## config.mk

```make
export PLATFORM = sky130hd
export DESIGN_NAME = zle_dec
export DESIGN_NICKNAME = d
export VERILOG_FILES = /design/src/rtl/zle_pkg.sv /design/src/rtl/zle_dec.sv
export SDC_FILE = /design/constraint.sdc
export NUM_CORES = 1
export LEC_CHECK = 0
export BUFFER_PORTS_ARGS = -buffer_cell sky130_fd_sc_hd__buf_4
export CORE_AREA = 2 2 40 42
export CTS_CLUSTER_SIZE = 24
export DETAILED_ROUTE_END_ITERATION = 7
export DIE_AREA = 0 0 42 44
export GPL_TIMING_DRIVEN = 1
export HOLD_SLACK_MARGIN = 0.1
export SKIP_CTS_REPAIR_TIMING = 1
export SLEW_MARGIN = 10
export SYNTH_ARGS = -nofsm -noshare
export SYNTH_HDL_FRONTEND = slang
export SYNTH_SLANG_ARGS = --single-unit
```

## constraint.sdc

```tcl
create_clock -name clock -period 1.9 [get_ports clock]
set_input_delay 0.19 -clock clock [delete_from_list [all_inputs] [get_ports clock]]
set_output_delay 0.19 -clock clock [all_outputs]
set_load 0.02 [all_outputs]
```

## src/rtl/zle_pkg.sv

```systemverilog
// Shared definitions for the ZLE encoder/decoder pair: token layout,
// token field helpers and the decoder state encoding.
package zle_pkg;

    // Symbol width; a token carries one extra flag bit on top.
    localparam int SYM_W    = 3;
    localparam int TOK_W    = SYM_W + 1;
    localparam int FLAG_BIT = SYM_W;

    // Decoder states: pass tokens through, or expand a pending zero run.
    typedef enum logic {
        S_PASS = 1'b0,
        S_RUN  = 1'b1
    } dec_state_t;

    // A token with the flag bit set describes a zero run.
    function automatic logic is_run(input logic [TOK_W-1:0] tok);
        return tok[FLAG_BIT];
    endfunction

    // Run field: the run length minus one.
    function automatic logic [SYM_W-1:0] run_field(input logic [TOK_W-1:0] tok);
        return tok[SYM_W-1:0];
    endfunction

endpackage : zle_pkg

```

## src/rtl/zle_dec.sv

```systemverilog
// Zero run-length decoder. Re-expands literal and zero-run tokens into
// a symbol stream, one symbol per cycle, behind a registered output stage.
module zle_dec #(
    parameter int SYM_W = zle_pkg::SYM_W
) (
    input  logic             clock,
    input  logic             reset,
    input  logic [SYM_W:0]   i_d,
    input  logic             i_v,
    output logic             i_r,
    output logic [SYM_W-1:0] o_d,
    output logic             o_v,
    input  logic             o_r,
    output logic             busy
);
    import zle_pkg::*;

    dec_state_t       state_q, state_d;
    logic [SYM_W-1:0] rem_q;
    logic [SYM_W-1:0] o_d_q;
    logic             o_v_q;

    logic             free;
    logic             accept;
    logic             tok_run;
    logic [SYM_W-1:0] tok_val;

    // Output stage can take a new symbol when empty or being drained now.
    assign free    = !o_v_q || o_r;
    // Input is only accepted outside a run and outside reset, so a token
    // presented while i_r is low never influences any state.
    assign i_r     = reset && (state_q == S_PASS) && free;
    assign accept  = i_v && i_r;
    assign tok_run = i_d[SYM_W];
    assign tok_val = i_d[SYM_W-1:0];

    assign o_d  = o_d_q;
    assign o_v  = o_v_q;
    assign busy = (state_q == S_RUN);

    // State register.
    always_ff @(posedge clock or negedge reset) begin
        if (!reset) begin
            state_q <= S_PASS;
        end else begin
            state_q <= state_d;
        end
    end

    // Next-state: a run longer than one enters S_RUN; the last zero returns.
    always_comb begin
        state_d = state_q;
        unique case (state_q)
            S_PASS: begin
                if (accept && tok_run && (tok_val != '0)) begin
                    state_d = S_RUN;
                end
            end
            S_RUN: begin
                if (free && (rem_q == SYM_W'(1))) begin
                    state_d = S_PASS;
                end
            end
            default: state_d = S_PASS;
        endcase
    end

    // Remaining-count and output register; everything freezes while the
    // downstream stalls so no symbol is lost or duplicated.
    always_ff @(posedge clock or negedge reset) begin
        if (!reset) begin
            rem_q <= '0;
            o_d_q <= '0;
            o_v_q <= 1'b0;
        end else if (free) begin
            if (state_q == S_RUN) begin
                o_d_q <= '0;
                o_v_q <= 1'b1;
                rem_q <= rem_q - SYM_W'(1);
            end else if (accept) begin
                o_v_q <= 1'b1;
                if (tok_run) begin
                    // First zero of the run goes out immediately; rem counts
                    // the zeros still owed after this one.
                    o_d_q <= '0;
                    rem_q <= tok_val;
                end else begin
                    o_d_q <= tok_val;
                end
            end else begin
                o_v_q <= 1'b0;
            end
        end
    end

endmodule : zle_dec

```

# Yosys cells after proc, flatten, opt, wreduce, memory -nomap -nowiden
# Index checks and enable logic that the tools add are counted.
# Widths: inputs -> output; s select.
[op_classes]
add_sub_neg = 1
n_eq_ne = 1
n_reduce_logical = 13
n_bitwise = 1
muxes = 11
[op_table]
columns = ["op", "count"]
rows = [
  ["$mux 3", 6],
  ["$logic_and 1x1->1", 6],
  ["$mux 1", 4],
  ["$reduce_bool 2->1", 2],
  ["$eq 3x1->1 const B", 1],
  ["$reduce_and 3->1", 1],
  ["$reduce_bool 3->1", 1],
  ["$sub 3x1->3 const B", 1],
  ["$pmux 1 s2", 1],
  ["$reduce_and 2->1", 1],
  ["$logic_not 1->1", 1],
  ["$logic_or 1x1->1", 1],
  ["$not 1->1", 1],
]
[word_totals]
in_bits = 8
register_bits = 8
out_inout_bits = 6

# Depth between registers and ports, before layout
[depth]
word_depth = 8
depth_mapped = 5
depth_no_buf = 5

# Worst setup path after synthesis
# No wires, ideal clock.
[synth_timing]
path_type = "flip-flop to flip-flop"
from = "register o_v_q, in the netlist o_v"
to = "register rem_q[1]"
path_buffers = 0
setup_time_ps = 120
synth_period_minus_slack_ps = 1339
slack_ps = 561
arrival_ps = 1220
stages_incl_launch_ff = 4
path_cell_list = "dfrtp_1 -> nor2b_1 -> or4_1 -> and3_1"
[synth_via]
elab_chain_len = 6
[synth_rtl]
columns = ["item", "line_no", "source"]
rows = [
  ["start: declaration", "zle_dec.sv:21", "logic o_v_q;"],
  ["start signal: assignment", "zle_dec.sv:74", "o_v_q <= 1'b0;"],
  ["start signal: assignment", "zle_dec.sv:78", "o_v_q <= 1'b1;"],
  ["start signal: assignment", "zle_dec.sv:81", "o_v_q <= 1'b1;"],
  ["$logic_not 1->1 *", "zle_dec.sv:29", "assign free = !o_v_q || o_r;"],
  ["$logic_or 1x1->1 *", "zle_dec.sv:29", ""],
  ["$logic_and 1x1->1", "zle_dec.sv:32", "assign i_r = reset && (state_q == S_PASS) && free;"],
  ["$logic_and 1x1->1", "zle_dec.sv:33", "assign accept = i_v && i_r;"],
  ["$reduce_bool 2->1 (no source line)", "-", ""],
  ["$reduce_and 3->1 (no source line) *", "-", ""],
  ["end signal: assignment", "zle_dec.sv:79", "rem_q <= rem_q - SYM_W'(1);"],
  ["end signal: assignment", "zle_dec.sv:86", "rem_q <= tok_val;"],
  ["end: declaration", "zle_dec.sv:19", "logic [SYM_W-1:0] rem_q;"],
]
# Mark *: on every way between the ends. The rest lies on a longest branch, timed or not.
# A chain may end at the register's enable or synchronous reset.

# Final worst setup path
[layout_timing]
from = "register o_v_q, in the netlist o_v"
to = "output port i_r"
[layout_via]
elab_chain_len = 3
[layout_rtl]
columns = ["item", "line_no", "source"]
rows = [
  ["$logic_not 1->1", "zle_dec.sv:29", ""],
  ["$logic_or 1x1->1", "zle_dec.sv:29", ""],
  ["$logic_and 1x1->1", "zle_dec.sv:32", ""],
  ["end: declaration", "zle_dec.sv:10", "output logic i_r,"],
]
# Every way passes these cells.

==> impl_metrics.tcl <==
set metrics [dict create \
    combPwrFrac_pct 47.5 \
    wl_per_cell_um 11.7 \
    ant_nets 0 \
    maxSlewViolCount 0 \
    status "complete, no violations" \
    crit_chain "nor2b_2 > nor2_1 > and2_2 > buf_4" \
    worstMarginPinSlew_ns 0.462 \
    clk-insertion-delay-late_ns 0.25 \
    place.gp.congestion 0.668 \
    die_area_um2 1850 \
    fp-row-count 14 \
    syn-cell-area_um2 469 \
    synth_nets 61 \
    yosys_warnings 0 \
    grt_max_degree 14 \
    drcViolationCount 0 \
    leakagePower_nw 0.282 \
    portBuffers 13 \
    ys_ff_latch 8 \
    initial_core_util_pct 33.1 \
    finalCriticalPeriod_ns 1.65 \
    dieWidth_um 42 \
    worstRegToRegCells 3 \
    synth_area_leaders "dfrtp_1, o31ai_1, ha_1, o21ai_0, nand2_1" \
    grt_pass1_wl_um 1640 \
    grt_pass1_vias 382 \
    crit_required_ns 1.71 \
    power_switching_mw 0.339 \
    clock-sinks 8 \
    crit_fanout 13 \
    path_depth 4 \
    area_growth_pct 30.4 \
    start_kind "register" \
    cts-htree-levels 1 \
    dp_slack_ns 0.265 \
    clk_pin_slew_ns 0.06 \
    irDropWorstVdd_mv 0.613 \
    yosysTopAreaCell "dfrtp_1" \
    ios 14 \
    synth_top_area_share_pct 42.7 \
    ys_seq_area_share_pct 42.7 \
    utilization_pct 43.1 \
    synth_edf_count 0 \
    cts_buffers 3 \
    synth-simple-area-share_pct 30.1 \
    hold_class "input port to register" \
    synth-async-reset-ratio_pct 100 \
    final_cell_mix "buf_4, dfrtp_1, nand2_1" \
    hold_viol_final 0 \
    slowest_delay_ns 0.39 \
    dp_hpwl_um 731 \
    synth_flop_cell "dfrtp_1" \
    antenna_found_initial 0 \
    synth_compound_area_share_pct 18.1 \
    intPower_mw 0.506 \
    clockRootBuffer "clkbuf_4" \
    netlist_instances 51 \
    cp_num_buf_inv 1 \
    end_kind "primary output" \
    diodes 0 \
    rsz0062_at_grt "no" \
    cap_violations 0 \
    final_cells 82 \
    worst_ep_arrival_time_ns 1.46 \
    avgSynthCellArea_um2 9.20 \
    nFillCells 147 \
    drive_gt1_share_pct 28.8 \
    layout.nets 78 \
    setup_viol 0 \
    skew_ns 0.00456 \
    path_class "register to primary output" \
    power.share.clock_pct 15.0 \
    slew_headroom_pct 69.2 \
    slowest_stage "nor2b_2" \
    clock.fmax_mhz 604 \
    switching_share_pct 40.1 \
    cts_buffer_depth 2 \
    dp_cells 78 \
    dr.pass1.iters 4 \
    synth_fa_ha_area_share_pct 5.33 \
    die_y_um 44 \
    min_path_cells 3 \
    synth_top_family_by_area "simple AND/OR/NAND/NOR gates" \
    core-area_um2 1420 \
    num_vias 418 \
    totalPowerFinal_mw 0.845 \
    critical_path.top_delay_family "simple AND/OR/NAND/NOR gates" \
    initialDrtViolationCount 11 \
    cts_tree "built" \
    synth_cell_types 25 \
    setup_tns_ns 0 \
    synth_xor_area_share_pct 0 \
    grtUsageTotal_pct 12.0 \
    wl_um 961 \
    synth.area.mux_share_pct 0 \
    overflow 0 \
    power_density_nw_per_um2 1380 \
    vias_per_cell 5.10 \
    p_seq_share_pct 37.5 \
    layout_commonest_cell "buf_4" \
    fin_ws_ns 0.246 \
    min_period_over_period_pct 87.1 \
]
## sequential cells by signal, summed over array words and instances, names as in the netlist
signal  cells
o_d         3
rem_q       3
o_v         1
busy        1
## path summary, 6_finish.rpt
check	startpoint	endpoint	slack [ns]
worst min-delay path	i_v	o_v	0.18
min in group asynchronous	reset	rem_q[2]	0.31
worst max register to register	o_v	rem_q[1]	0.52
max in group asynchronous	reset	o_d[2]	1.43
worst max-delay path	o_v	i_r	0.25
worst min register to register	o_d[0]	o_d[0]	0.52
## worst min-delay path, cell delays in order
cell and delay, ns:
buf_4 0.11, nand2_1 0.05, nand2_1 0.05
## cell families (layout without fill, tap and decap cells)
| logic type | Yosys count | count (layout) |
|---|---|---|
| adder cells (fa/ha/maj) | 2 | 2 |
| buffers and inverters | 4 | 19 |
| AND/OR/NAND/NOR | 24 | 24 |
| flip-flops | 8 | 8 |
| AO/OA/AOI/OAI | 13 | 13 |
## synthesized netlist by cell type, types with 2 or more instances
cell type and n:
a21oi_1 2, dfrtp_1 8, nor2_1 3, o21ai_0 4, nand2_1 5, buf_2 2
nand3b_1 2, nor3_1 2, nor2b_1 2, o31ai_1 4, ha_1 2, inv_1 2
## power groups by stage
| stage | combinational (mW) | clock (mW) | sequential [mW] |
|---|---|---|---|
| 2_1_floorplan | 0.241 | 0 | 0.341 |
| 3_3_place_gp | 0.399 | 0 | 0.318 |
| 3_5_place_dp | 0.400 | 0 | 0.318 |
| 4_1_cts | 0.403 | 0.131 | 0.316 |
| 5_1_grt | 0.445 | 0.140 | 0.331 |
| 6_report | 0.402 | 0.127 | 0.317 |
## cell type report
| class | count | area (um^2) | share of cell area (%) |
|---|---|---|---|
| clock buffer | 3 | 22.5 | 3.68 |
| multi-input combinational | 39 | 254 | 41.5 |
| tap | 16 | 20.0 | 3.27 |
| inverter | 2 | 7.51 | 1.23 |
| timing repair buffer | 14 | 108 | 17.6 |
| sequential | 8 | 200 | 32.7 |
## through the flow
| stage | instance area (um^2) | hold WS, ns |
|---|---|---|
| CTS | 599 | -0.231 |
| detailed placement | 577 | 0.0359 |
| global placement | 577 | 0.0363 |
| finish | 612 | 0.182 |
| global route | 612 | 0.204 |
| floorplan | 469 | -0.106 |
## layer usage
metal  part of all wire, %  track usage (%)  routed length [um]  up-vias
li1                      -                -                   -      217
met5                     0                0                   0        -
met1                    49             16.2                 467      188
met3                   4.6             2.50                  44        2
met4                   1.1             7.74                  11        0
met2                    45             17.5                 437       11
Power figures use the tool's default switching activity.
